--- src/rtl/led_pkg.sv ---
// Shared definitions for the LED PWM fader: channel fade-state encoding and default PWM width.
package led_pkg;

  localparam int unsigned PWM_BITS_DEF = 8;

  typedef enum logic [1:0] {
    ST_OFF  = 2'd0,
    ST_RISE = 2'd1,
    ST_ON   = 2'd2,
    ST_FALL = 2'd3
  } fade_state_e;

endpackage

--- src/rtl/led_fade_chan.sv ---
// One fader channel: fade FSM, saturating level, period-aligned duty latch and registered PWM drive.
// Optional build macro LED_PWM_GAMMA_EN selects the squared brightness curve for the latched duty.
module led_fade_chan
  import led_pkg::*;
#(
  parameter int unsigned PWM_BITS = PWM_BITS_DEF,
  parameter int unsigned STEP     = 17
) (
  input  logic                clk,
  input  logic                res_n,
  input  logic                req_i,
  input  logic                step_tick_i,
  input  logic [PWM_BITS-1:0] pwm_cnt_i,
  output logic                led_o
);

  localparam logic [PWM_BITS-1:0] MAX    = '1;
  localparam logic [PWM_BITS:0]   MAX_W  = {1'b0, MAX};
  localparam logic [PWM_BITS:0]   STEP_W = (PWM_BITS+1)'(STEP);

  fade_state_e         state_q, state_d;
  logic [PWM_BITS-1:0] level_q, level_d;
  logic [PWM_BITS-1:0] duty_q, duty_d;
  logic                led_q, led_d;
  logic [PWM_BITS:0]   level_ext, level_up, level_dn;

  function automatic logic [PWM_BITS-1:0] shape(input logic [PWM_BITS-1:0] lvl);
`ifdef LED_PWM_GAMMA_EN
    logic [2*PWM_BITS-1:0] sq;
    sq = {{PWM_BITS{1'b0}}, lvl} * {{PWM_BITS{1'b0}}, lvl};
    return (lvl == MAX) ? MAX : sq[2*PWM_BITS-1:PWM_BITS];
`else
    return lvl;
`endif
  endfunction

  always_comb begin
    state_d   = state_q;
    level_d   = level_q;
    level_ext = {1'b0, level_q};
    level_up  = level_ext + STEP_W;
    level_dn  = level_ext - STEP_W;

    unique case (state_q)
      ST_OFF:        if (req_i)  state_d = ST_RISE;
      ST_RISE, ST_ON: if (!req_i) state_d = ST_FALL;
      ST_FALL:       if (req_i)  state_d = ST_RISE;
      default:       state_d = ST_OFF;
    endcase

    // The step follows the direction just chosen, so a request flip and a tick on the same edge move the new way.
    if (step_tick_i) begin
      if (state_d == ST_RISE) begin
        if (level_up >= MAX_W) begin
          level_d = MAX;
          state_d = ST_ON;
        end else begin
          level_d = level_up[PWM_BITS-1:0];
        end
      end else if (state_d == ST_FALL) begin
        if (level_ext <= STEP_W) begin
          level_d = '0;
          state_d = ST_OFF;
        end else begin
          level_d = level_dn[PWM_BITS-1:0];
        end
      end
    end
  end

  always_comb begin
    duty_d = (pwm_cnt_i == MAX) ? shape(level_q) : duty_q;
    // Full-scale duty must stay lit even on the last count of the period.
    led_d  = ((duty_q == MAX) || (pwm_cnt_i < duty_q)) ? 1'b0 : 1'b1;
  end

  always_ff @(posedge clk or negedge res_n) begin
    if (!res_n) begin
      state_q <= ST_OFF;
      level_q <= '0;
      duty_q  <= '0;
      led_q   <= 1'b1;
    end else begin
      state_q <= state_d;
      level_q <= level_d;
      duty_q  <= duty_d;
      led_q   <= led_d;
    end
  end

  assign led_o = led_q;

endmodule

--- src/rtl/led_pwm_fader.sv ---
// Three-channel LED fader: shared free-running PWM counter feeding three led_fade_chan instances.
// Build macro LED_PWM_GAMMA_EN (undefined by default) enables gamma-shaped duty in every channel.
module led_pwm_fader
  import led_pkg::*;
#(
  parameter int unsigned PWM_BITS = PWM_BITS_DEF,
  parameter int unsigned STEP     = 17
) (
  input  logic       clk,
  input  logic       res_n,
  input  logic [2:0] led_req,
  input  logic       step_tick,
  output logic [2:0] led
);

  logic [PWM_BITS-1:0] pwm_cnt_q, pwm_cnt_d;

  assign pwm_cnt_d = pwm_cnt_q + 1'b1;

  always_ff @(posedge clk or negedge res_n) begin
    if (!res_n) pwm_cnt_q <= '0;
    else        pwm_cnt_q <= pwm_cnt_d;
  end

  for (genvar i = 0; i < 3; i++) begin : g_ch
    led_fade_chan #(
      .PWM_BITS (PWM_BITS),
      .STEP     (STEP)
    ) u_chan (
      .clk         (clk),
      .res_n       (res_n),
      .req_i       (led_req[i]),
      .step_tick_i (step_tick),
      .pwm_cnt_i   (pwm_cnt_q),
      .led_o       (led[i])
    );
  end

endmodule

--- config.mk ---
export PLATFORM = sky130hd
export DESIGN_NAME = led_pwm_fader
export DESIGN_NICKNAME = d
export VERILOG_FILES = /design/src/rtl/led_pkg.sv /design/src/rtl/led_fade_chan.sv /design/src/rtl/led_pwm_fader.sv
export SDC_FILE = /design/constraint.sdc
export NUM_CORES = 1
export LEC_CHECK = 0
export CAP_MARGIN = 20
export CORE_MARGIN = 2
export CORE_UTILIZATION = 60
export CTS_CLUSTER_SIZE = 40
export DETAILED_ROUTE_END_ITERATION = 6
export HOLD_SLACK_MARGIN = 0.1
export PLACE_DENSITY = 0.77
export SLEW_MARGIN = 30
export SYNTH_ARGS = -nofsm -noshare
export SYNTH_HDL_FRONTEND = slang
export SYNTH_HIERARCHICAL = 1
export SYNTH_SLANG_ARGS = --single-unit
--- constraint.sdc ---
create_clock -name clk -period 2.2 [get_ports clk]
set_input_delay 0.22 -clock clk [delete_from_list [all_inputs] [get_ports clk]]
set_output_delay 0.22 -clock clk [all_outputs]
set_load 0.02 [all_outputs]
======== Word-level counts from Yosys, hierarchy flattened ========
Index checks and enable logic that the tools add are counted.
word-level totals
  register bits ........................... 65
  input bits .............................. 6
  logic and storage cells ................. 105
cells by class
  add/sub/neg operators ................... 7
  magnitude comparators ................... 9
  eq/ne operators ......................... 19
  mux-type cells .......................... 39
  reductions and logical operators ........ 18
operator list
  cell                 count
  $mux 8               12
  $mux 2               21
  $eq 8x8->1 const B   4
  $add 8x5->9 const B  3
  $ge 9x8->1 const B   3
  $le 8x5->1 const B   3
  $lt 8x8->1           3
  $sub 8x5->8 const B  3
  $eq 2x2->1 const B   9
  $eq 2x1->1 const B   6
  $pmux 2 s2           3
  $reduce_or 2->1      6
  $add 8x1->8 const B  1
  $logic_not 2->1      3
  $reduce_and 2->1     3
  $reduce_bool 2->1    3
  $logic_or 1x1->1     3
  $mux 1               3

======== Depth between registers and ports, before layout ========
Gate-level depths: netlist of the first run.
  word-level depth ........................ 7
  depth in mapped cells ................... 9
  mapped depth without buffers ............ 8

======== Hierarchy ========
Netlist of the first run, hierarchy kept.
by module, submodules not included
  module         instances  cells an instance  area an instance (um2)
  led_fade_chan  3          172                1,472.7
  led_pwm_fader  1          24                 316.6

======== Worst setup path before layout of the first run ========
No wires, ideal clock.
  path type ............................... register to register
  from .................................... reg g_ch[0].u_chan.level_q[1]
  to ...................................... reg g_ch[0].u_chan.level_q[1]
  arrival ................................. 1.818 ns
  data required time ...................... 2.070 ns
  setup slack ............................. 0.252 ns
  cell stages (with the launch flop) ...... 8
  buffers on the path ..................... 0
  clock period less this slack ............ 1.948 ns
  path through ............................ dfrtp_1 -> inv_1 -> ha_1 -> a21o_1 -> and2_1 -> a32o_2 -> a2111oi_4 -> a21oi_2
on the way
  word-level cells in the longest chain between the ends .. 4
  elaborated cells between the ends (all ways) .. 8
  those cells by class .................... 2 x add/sub; 2 x order compare; 4 x mux
RTL lines
  element                                      line                                      text
  from (decl)                                  led_fade_chan.sv:22                       logic [PWM_BITS-1:0] level_q, level_d;
  from (signal assigned)                       led_fade_chan.sv:85                       level_q <= level_d;
  $add 8x5->9, or another cell as far along    led_fade_chan.sv:41                       level_up = level_ext + STEP_W;
  $ge 9x8->1 / $mux 8 (equally long branches)  led_fade_chan.sv:54, led_fade_chan.sv:61
  $mux 8, on equally long branches             led_fade_chan.sv:54, led_fade_chan.sv:60
  $mux 8 (*)                                   led_fade_chan.sv:53                       if (state_d == ST_RISE) begin
Every way passes the cells marked *; elsewhere a longest branch is shown, timed or not. The select of a mux whose other input is x is not followed.
A chain may end at the register's enable or synchronous reset.

======== Worst setup path after layout of the first run ========
  from .................................... reg g_ch[0].u_chan.level_q[0]
  to ...................................... reg g_ch[0].u_chan.level_q[1]
Same word-level chain as after synthesis.

==> impl_metrics.py, run 1 <==
metrics = {
    "outcome": {
        "status": "complete, no violations",
    },
    "clocking": {
        "path_clk_slew_ns": 0.07,
        "tritoncts": "yes",
        "cts.sinks": 65,
        "clk_path_buf_depth": 2,
        "numCtsBuffers": 9,
        "cts_root_buffer": "clkbuf_8",
        "postCtsSetupRepairBufs": 0,
        "htree_num_levels": 3,
        "clock_latency_ns": 0.34,
    },
    "floorplan": {
        "die_h_um": 92.8,
        "ioPinCount": 9,
        "die_w_um": 92.8,
        "start_util_pct": 61.6,
        "rows": 32,
        "coreArea_um2": 7690,
        "fp.dieArea_um2": 8620,
    },
    "critical_path": {
        "path_delay_family": "compound AO/OA/AOI/OAI gates",
        "critPathLaunchType": "flop",
        "end_kind": "flop",
        "path_cells": "ha_1, and3_4, a32oi_2, a21oi_2, a32o_2, a2111oi_4, a21oi_2",
        "cp_max_fo": 7,
        "path_common_cell": "a21oi_2",
        "critical-path-slowest-cell": "dfrtp_1",
        "criticalPathCategory": "reg -> reg",
        "worst-path-buf-inv": 0,
        "max_stage_delay_ns": 0.45,
        "required_ns": 2.42,
        "worst_ep_arrival_time_ns": 2.29,
    },
    "global_route": {
        "grtUsageTotal_pct": 26.8,
        "grt_pass1_vias": 4166,
        "overflow": 0,
        "grt_max_degree": 26,
        "antenna_found_initial": 0,
        "grt_pass1_wl_um": 18800,
    },
    "sta": {
        "finalCritPeriodShare_pct": 94.4,
        "final-setup-viol-count": 0,
        "clock.fmax_mhz": 482,
        "min_period_ns": 2.08,
        "final_hold_viol_count": 0,
        "slew_headroom_pct": 63.0,
        "worst-slew-pin-transition_ns": 0.555,
        "fin_setup_tns_ns": 0,
        "drv_slew": 0,
        "clock_skew_ns": 0.0109,
        "rsz0062_at_grt": "no",
    },
    "placement": {
        "io_buffers": 8,
        "hpwl_um": 7750,
        "placed_area_um2": 4960,
        "place_congestion": 0.947,
    },
    "detailed_routing": {
        "first_pass_iters": 5,
        "wl_per_cell_um": 16.4,
        "wirelength_um": 10900,
        "route.detailed.drc": 0,
        "antenna_left": 0,
        "drtIter0Drc": 188,
        "num_vias": 4210,
        "via_per_inst": 6.34,
    },
    "synthesis": {
        "ys_ff_latch": 65,
        "ys_types": 53,
        "synth_cells": 540,
        "syn_nets": 580,
        "synth.largest_area_cell": "dfrtp_1",
        "synth_edf_count": 0,
        "syn_area_per_cell_um2": 8.77,
        "async_flop_share_pct": 100,
        "synth_flop_cell": "dfrtp_1",
        "synthTopCellsByArea": "dfrtp_1 (33%), ha_1 (9.0%), nand2_1 (4.7%), a21oi_1 (4.1%), o21ai_0 (4.1%)",
        "syn_area_um2": 4730,
        "synth.yosys.seq_area_share_pct": 34.4,
        "yosys_warnings": 6,
        "synth_top_cell_area_share_pct": 32.8,
    },
    "power_and_ir_drop": {
        "powerDensity_nw_per_um2": 1140,
        "leakagePower_nw": 2.13,
        "total_power_mw": 5.88,
        "vdd_drop_max_v": 0.000637,
    },
    "layout": {
        "drive_gt1_share_pct": 14.1,
        "mostFrequentLayoutCell": "dfrtp_1",
        "layout_common_cells": "dfrtp_1 (62), nand2_1 (59), o21ai_0 (39)",
        "final_nets": 597,
        "design_area_um2": 5180,
        "syn2layout_area_growth_pct": 9.38,
        "nFillCells": 635,
        "antennaDiodeCount": 0,
    },
    "worst_hold_path": {
        "min_path_type": "in -> async",
    },
    "run": {
        "drv_cap": 0,
    },
}
-- cell usage after synthesis (5+ instances only) --
| master | n |
|---|---|
| buf_2 | 18 |
| o21ai_1 | 6 |
| a21o_1 | 18 |
| nand3_1 | 5 |
| o21ai_0 | 39 |
| a21oi_2 | 6 |
| ha_1 | 34 |
| nand2b_1 | 12 |
| and2_1 | 9 |
| o311ai_1 | 6 |
| dfrtp_1 | 62 |
| nor2_1 | 37 |
| nor3_1 | 12 |
| a21oi_1 | 39 |
| nand4_1 | 12 |
| a211oi_1 | 9 |
| a31oi_1 | 6 |
| nand2_1 | 59 |
| inv_1 | 34 |
| o22ai_1 | 15 |
| xnor2_1 | 6 |
| xor2_1 | 9 |
-- power by group --
group          internal [mW]  total (mW)  switching (mW)
Clock                  0.588        1.04           0.454
Combinational           1.24        2.82            1.58
Sequential              1.44        2.02           0.572
Total                   3.27        5.88            2.61
-- worst reg2reg max path, stage by stage, from the launching register on --
cell	delay [ns]
dfrtp_1	0.45
ha_1	0.32
and3_4	0.23
a32oi_2	0.22
a21oi_2	0.09
a32o_2	0.31
a2111oi_4	0.29
a21oi_2	0.05
-- sequential cells by signal, indices dropped and copies added (netlist names) --
register and count:
g_ch.u_chan/duty_q 24, g_ch.u_chan/led_o 3, g_ch.u_chan/level_q 24, g_ch.u_chan/state_q 6
pwm_cnt_q 8
-- path summary, 6_finish.rpt --
path                            slack, ns  depth (start not counted)                   endpoint                       from
min in group clk                     0.58                          2   g_ch[1].u_chan/duty_q[1]   g_ch[1].u_chan/duty_q[1]
worst min register to register       0.58                          2   g_ch[1].u_chan/duty_q[1]   g_ch[1].u_chan/duty_q[1]
worst max-delay path                 0.12                          7  g_ch[0].u_chan/level_q[1]  g_ch[0].u_chan/level_q[0]
worst max register to register       0.12                          7  g_ch[0].u_chan/level_q[1]  g_ch[0].u_chan/level_q[0]
max in group asynchronous            1.02                          3       g_ch[2].u_chan/led_o                      res_n
worst min-delay path                 0.41                          2  g_ch[1].u_chan/level_q[4]                      res_n
-- layout make-up --
cell class                      count  area, um2  area share, %
Sequential cell                    65       1630           31.5
Timing Repair Buffer               33        265           5.12
Clock buffer                       14        163           3.14
Inverter                           37        139           2.68
Clock inverter                      2       37.5          0.725
Multi-Input combinational cell    411       2820           54.4
Tap cell                          102        128           2.46
-- through the flow --
step / util (%) / setup WS [ns] / hold WS, ns / std cells
2_1_floorplan: - / 0.252 / -0.0756 / 540
3_3_place_gp: 64.5 / 0.146 / 0.246 / 647
3_5_place_dp: 64.5 / 0.125 / 0.245 / 647
4_1_cts: 67.3 / 0.0896 / 0.434 / 664
5_1_grt: 67.4 / 0.0109 / 0.469 / 664
6_report: 67.4 / 0.124 / 0.409 / 664
-- cells by family after synthesis --
logic type / count (synthesis) / share of synthesized area [%]
xor+xnor: 15 / 2.77
compound gates: 195 / 30.0
buf+inv: 64 / 6.26
mux: 3 / 0.713
flops: 65 / 34.4
fa+ha+maj: 34 / 8.99
simple gates: 164 / 16.8
-- layer usage --
layer	vias up	track usage, %	part of all wire [%]
li1	2019	-	-
met1	2018	35.2	45
met2	151	44.9	48
met3	22	3.82	5.1
met4	0	9.93	1.4
met5	-	0	0
-- repair_timing --
| item | 4_1_cts | 5_1_grt |
|---|---|---|
| hold buffers | 1 | 0 |
| setup endpoints to repair | 0 | 3 |
| hold endpoints to repair | 22 | 0 |
| resized for setup | 0 | 3 |
(Power assumes the default switching activity.)
==> run 2: changes to the inputs <==
Settings changed: CORE_MARGIN 2 to not set.
==> impl_metrics.py, run 2 (synthesis gave the netlist of run 1 again) <==
metrics = {
    "outcome": {
        "status": "complete, no violations",
    },
    "layout": {
        "top_regs": "g_ch.u_chan/duty_q x24, g_ch.u_chan/level_q x24, pwm_cnt_q x8",
        "syn2layout_area_growth_pct": 10.1,
        "mostFrequentLayoutCell": "dfrtp_1",
        "final_cells": 666,
        "drive_gt1_share_pct": 14.5,
        "antennaDiodeCount": 0,
        "finish.utilization_pct": 67.8,
        "regArea_um2": 1630,
        "multi_input_area_um2": 2820,
        "nFillCells": 636,
        "layout_common_cells": "dfrtp_1 (62), nand2_1 (59), o21ai_0 (39)",
        "final_nets": 599,
    },
    "run": {
        "drv_cap": 0,
    },
    "detailed_routing": {
        "route.detailed.drc": 0,
        "first_pass_iters": 5,
        "antenna_left": 0,
        "via_per_inst": 6.34,
        "wirelength_um": 10600,
        "num_vias": 4225,
        "wl_per_cell_um": 15.8,
        "drtIter0Drc": 229,
    },
    "clocking": {
        "postCtsSetupRepairBufs": 0,
        "numCtsBuffers": 9,
        "cts.sinks": 65,
        "htree_num_levels": 3,
        "tritoncts": "yes",
        "cts_root_buffer": "clkbuf_8",
        "clk_path_buf_depth": 2,
        "clock_latency_ns": 0.34,
        "path_clk_slew_ns": 0.07,
    },
    "placement": {
        "place_congestion": 0.922,
        "dp_slack_ns": 0.143,
        "hpwl_um": 7450,
        "io_buffers": 8,
        "dp_cells": 649,
    },
    "floorplan": {
        "ioPinCount": 9,
        "die_w_um": 90.8,
        "coreArea_um2": 7690,
        "start_util_pct": 61.6,
        "die_h_um": 90.8,
        "fp.dieArea_um2": 8250,
        "rows": 32,
    },
    "sta": {
        "slew_headroom_pct": 64.7,
        "rsz0062_at_grt": "yes",
        "drv_slew": 0,
        "clock.fmax_mhz": 477,
        "finalCritPeriodShare_pct": 95.3,
        "clock_skew_ns": 0.00888,
        "worst-slew-pin-transition_ns": 0.529,
        "final-setup-viol-count": 0,
        "final_hold_viol_count": 0,
        "min_period_ns": 2.10,
        "fin_setup_tns_ns": 0,
        "worst_slack_ns": 0.103,
    },
    "global_route": {
        "antenna_found_initial": 0,
        "grtUsageTotal_pct": 27.4,
        "grt_pass1_wl_um": 18400,
        "grt_max_degree": 66,
        "grt_pass1_vias": 4022,
        "overflow": 0,
    },
    "critical_path": {
        "critPathLaunchType": "flop",
        "required_ns": 2.43,
        "critical-path-slowest-cell": "dfrtp_1",
        "max_stage_delay_ns": 0.45,
        "end_kind": "flop",
        "cp_max_fo": 6,
        "criticalPathCategory": "reg -> reg",
        "worst_ep_arrival_time_ns": 2.33,
        "path_cells": "ha_1, a21o_1, a311o_1, a21oi_2, a32o_2, nand2_2, o311ai_1",
    },
    "power_and_ir_drop": {
        "powerDensity_nw_per_um2": 1150,
        "leakagePower_nw": 2.16,
        "vdd_drop_max_v": 0.000802,
        "total_power_mw": 5.97,
    },
    "worst_hold_path": {
        "min_path_type": "in -> async",
    },
}
[run 2: worst paths after layout]
path	endpoint	depth (start not counted)	startpoint	slack [ns]
worst max-delay path	g_ch[2].u_chan/level_q[3]	7	g_ch[2].u_chan/level_q[0]	0.10
worst min-delay path	pwm_cnt_q[4]	3	res_n	0.42
worst max register to register	g_ch[2].u_chan/level_q[3]	7	g_ch[2].u_chan/level_q[0]	0.10
worst min register to register	g_ch[0].u_chan/duty_q[4]	2	g_ch[0].u_chan/duty_q[4]	0.57
max in group asynchronous	g_ch[0].u_chan/led_o	3	res_n	1.46
min in group clk	g_ch[0].u_chan/duty_q[4]	2	g_ch[0].u_chan/duty_q[4]	0.57
[run 2: stage by stage]
stage | hold slack, ns | area (um2)
6_report | 0.415 | 5220
5_1_grt | 0.462 | 5220
4_1_cts | 0.428 | 5210
3_5_place_dp | 0.264 | 4990
3_3_place_gp | 0.266 | 4990
2_1_floorplan | -0.0756 | 4730
[run 2: metal layers]
layer  wire length [um]  part of all wire, %  global-route usage [%]
met1               4820                   46                    37.5
met3                517                  4.9                    3.62
met4                223                  2.1                    13.6
met2               4990                   47                    42.6
met5                  0                    0                       0
[run 2: area by class of cell]
| cell class | instances | area share (%) |
|---|---|---|
| tap | 102 | 2.45 |
| multi-input combinational | 411 | 54.0 |
| clock inverter | 6 | 1.58 |
| sequential | 65 | 31.3 |
| clock buffer | 10 | 2.45 |
| timing repair buffer | 35 | 5.61 |
| inverter | 37 | 2.66 |
[run 2: power by group]
| group | total (mW) | leakage [nW] | switching [mW] | internal [mW] |
|---|---|---|---|---|
| logic | 2.87 | 1.23 | 1.61 | 1.26 |
| clock network | 1.10 | 0.106 | 0.472 | 0.632 |
| registers | 2.00 | 0.820 | 0.553 | 1.44 |
[run 2: what timing repair did]
action | 4_1_cts | 5_1_grt
endpoints found under the setup margin | 0 | 4
hold buffers | 1 | 0
gates resized for setup | 0 | 2
endpoints found under the hold margin | 62 | 0
[run 2: critical path: cells and delay by family, from the launching register on]
family,cells,cell delay [ns]
DFF,1,0.45
adders and majority gates,1,0.28
and+or+nand+nor,1,0.11
AOI/OAI and AO/OA,5,1.13
==> run 3: changes to the inputs <==
Settings changed: CORE_UTILIZATION 60 to 43, PLACE_DENSITY 0.77 to not set.
==> impl_metrics.py, run 3 (synthesis gave the netlist of run 1 again) <==
metrics = {
    "layout": {
        "final_nets": 604,
        "design_area_um2": 5280,
        "top_regs": "g_ch.u_chan/duty_q x24, g_ch.u_chan/level_q x24, pwm_cnt_q x8",
        "mostFrequentLayoutCell": "dfrtp_1",
        "antennaDiodeCount": 0,
        "drive_gt1_share_pct": 15.0,
        "final_cells": 704,
        "layout_common_cells": "dfrtp_1 (62), nand2_1 (59), o21ai_0 (39)",
        "syn2layout_area_growth_pct": 11.4,
        "regArea_um2": 1630,
        "nFillCells": 972,
        "multi_input_area_um2": 2810,
    },
    "outcome": {
        "status": "complete, no violations",
    },
    "critical_path": {
        "end_kind": "flop",
        "worst_ep_arrival_time_ns": 2.32,
        "cp_max_fo": 7,
        "worstReg2RegStart": "g_ch[2].u_chan/level_q[0]",
        "critPathLaunchType": "flop",
        "worstRegToRegCells": 7,
        "r2r_slack_ns": 0.10,
        "r2r-end": "g_ch[2].u_chan/level_q[1]",
        "criticalPathCategory": "reg -> reg",
        "required_ns": 2.42,
    },
    "floorplan": {
        "die_h_um": 107,
        "die_w_um": 107,
        "fp.dieArea_um2": 11400,
        "coreArea_um2": 10500,
        "ioPinCount": 9,
        "rows": 37,
        "start_util_pct": 45.1,
    },
    "detailed_routing": {
        "via_per_inst": 5.94,
        "antenna_left": 0,
        "drtIter0Drc": 245,
        "route.detailed.drc": 0,
        "num_vias": 4183,
        "wl_per_cell_um": 15.6,
        "wirelength_um": 11000,
        "first_pass_iters": 7,
    },
    "clocking": {
        "postCtsSetupRepairBufs": 0,
        "clock_latency_ns": 0.35,
        "tritoncts": "yes",
        "cts.sinks": 65,
        "path_clk_slew_ns": 0.07,
        "cts_root_buffer": "clkbuf_8",
        "htree_num_levels": 3,
        "clk_path_buf_depth": 2,
        "numCtsBuffers": 9,
    },
    "global_route": {
        "overflow": 0,
        "grtUsageTotal_pct": 20.7,
        "grt_pass1_wl_um": 18800,
        "grt_max_degree": 30,
        "grt_busiest_layer": "met2",
        "antenna_found_initial": 0,
        "grt_pass1_vias": 3968,
        "use_met3_pct": 3.34,
        "met1_usage_pct": 27.7,
        "use_met2_pct": 33.0,
    },
    "sta": {
        "worst-slew-pin-transition_ns": 0.611,
        "fin_setup_tns_ns": 0,
        "final_hold_viol_count": 0,
        "clock_skew_ns": 0.00981,
        "drv_slew": 0,
        "rsz0062_at_grt": "no",
        "min_period_ns": 2.10,
        "slew_headroom_pct": 59.2,
        "finalCritPeriodShare_pct": 95.3,
        "clock.fmax_mhz": 477,
        "final-setup-viol-count": 0,
    },
    "power_and_ir_drop": {
        "leakagePower_nw": 2.18,
        "powerDensity_nw_per_um2": 1130,
        "vdd_drop_max_v": 0.000579,
    },
    "placement": {
        "io_buffers": 8,
        "dp_cells": 688,
        "place_congestion": 0.901,
        "placed_area_um2": 5070,
        "hpwl_um": 7890,
    },
    "worst_hold_path": {
        "min_path_type": "in -> async",
    },
    "run": {
        "drv_cap": 0,
    },
}
run 3: changes by cell type in the layout (fill, tap and decap cells not counted), sizes merged:
cell and change:
clkbuf +2, clkinvlp -1, clkinv -1, buf +5, bufinv -1
run 3: metrics by stage:
stage               worst slack (ns)  util (%)  hold WS [ns]  power [mW]
floorplan                      0.252         -       -0.0756        4.15
global placement               0.117      48.2         0.275        4.86
detailed placement             0.134      48.2         0.268        4.87
CTS                            0.117      50.2         0.437        5.94
global route                  0.0230      50.2         0.494        6.38
finish                         0.103      50.2         0.429        5.94
run 3: repair_timing:
item,CTS,global route
hold endpoints to repair,21,0
hold buffers,1,0
gates resized for setup,0,1
setup endpoints to repair,0,2
run 3: report_power, final:
part           total, mW  leakage, nW  switching [mW]  internal, mW
clock network       1.03        0.102           0.453         0.576
logic               2.93         1.26            1.62          1.31
registers           1.99        0.820           0.542          1.44
total               5.94         2.18            2.61          3.33
run 3: critical path: stages (launching register included):
cell and delay, ns:
dfrtp_1 0.43, ha_1 0.32, and3_4 0.24, a32oi_2 0.22, a21oi_2 0.10, a32o_2 0.31
a2111oi_4 0.30, a21oi_2 0.04
run 3: routing by layer:
metal | up-vias | share of wire (%)
li1 | 2038 | -
met1 | 2025 | 47
met2 | 106 | 48
met3 | 14 | 3.7
met4 | 0 | 1.4
met5 | - | 0
run 3: area by class of cell:
type / count / share of cell area, %
multi-input cells: 411 / 53.3
flip-flops and latches: 65 / 30.9
repair buffers: 40 / 6.26
well taps: 136 / 3.23
clock buffers: 12 / 2.94
inverters: 37 / 2.63
clock inverters: 3 / 0.759
run 3: worst max path at each step:
stage / slack (ns) / end / cells past startpoint / start
floorplan: 0.25 / g_ch[0].u_chan/level_q[1] / 7 / g_ch[0].u_chan/level_q[1]
global placement: 0.12 / g_ch[0].u_chan/level_q[2] / 8 / g_ch[0].u_chan/level_q[1]
detailed placement: 0.13 / g_ch[2].u_chan/level_q[3] / 7 / g_ch[2].u_chan/level_q[0]
CTS: 0.12 / g_ch[0].u_chan/level_q[2] / 8 / g_ch[0].u_chan/level_q[1]
global route: 0.02 / g_ch[1].u_chan/level_q[4] / 7 / g_ch[1].u_chan/level_q[0]
finish: 0.10 / g_ch[2].u_chan/level_q[1] / 7 / g_ch[2].u_chan/level_q[0]
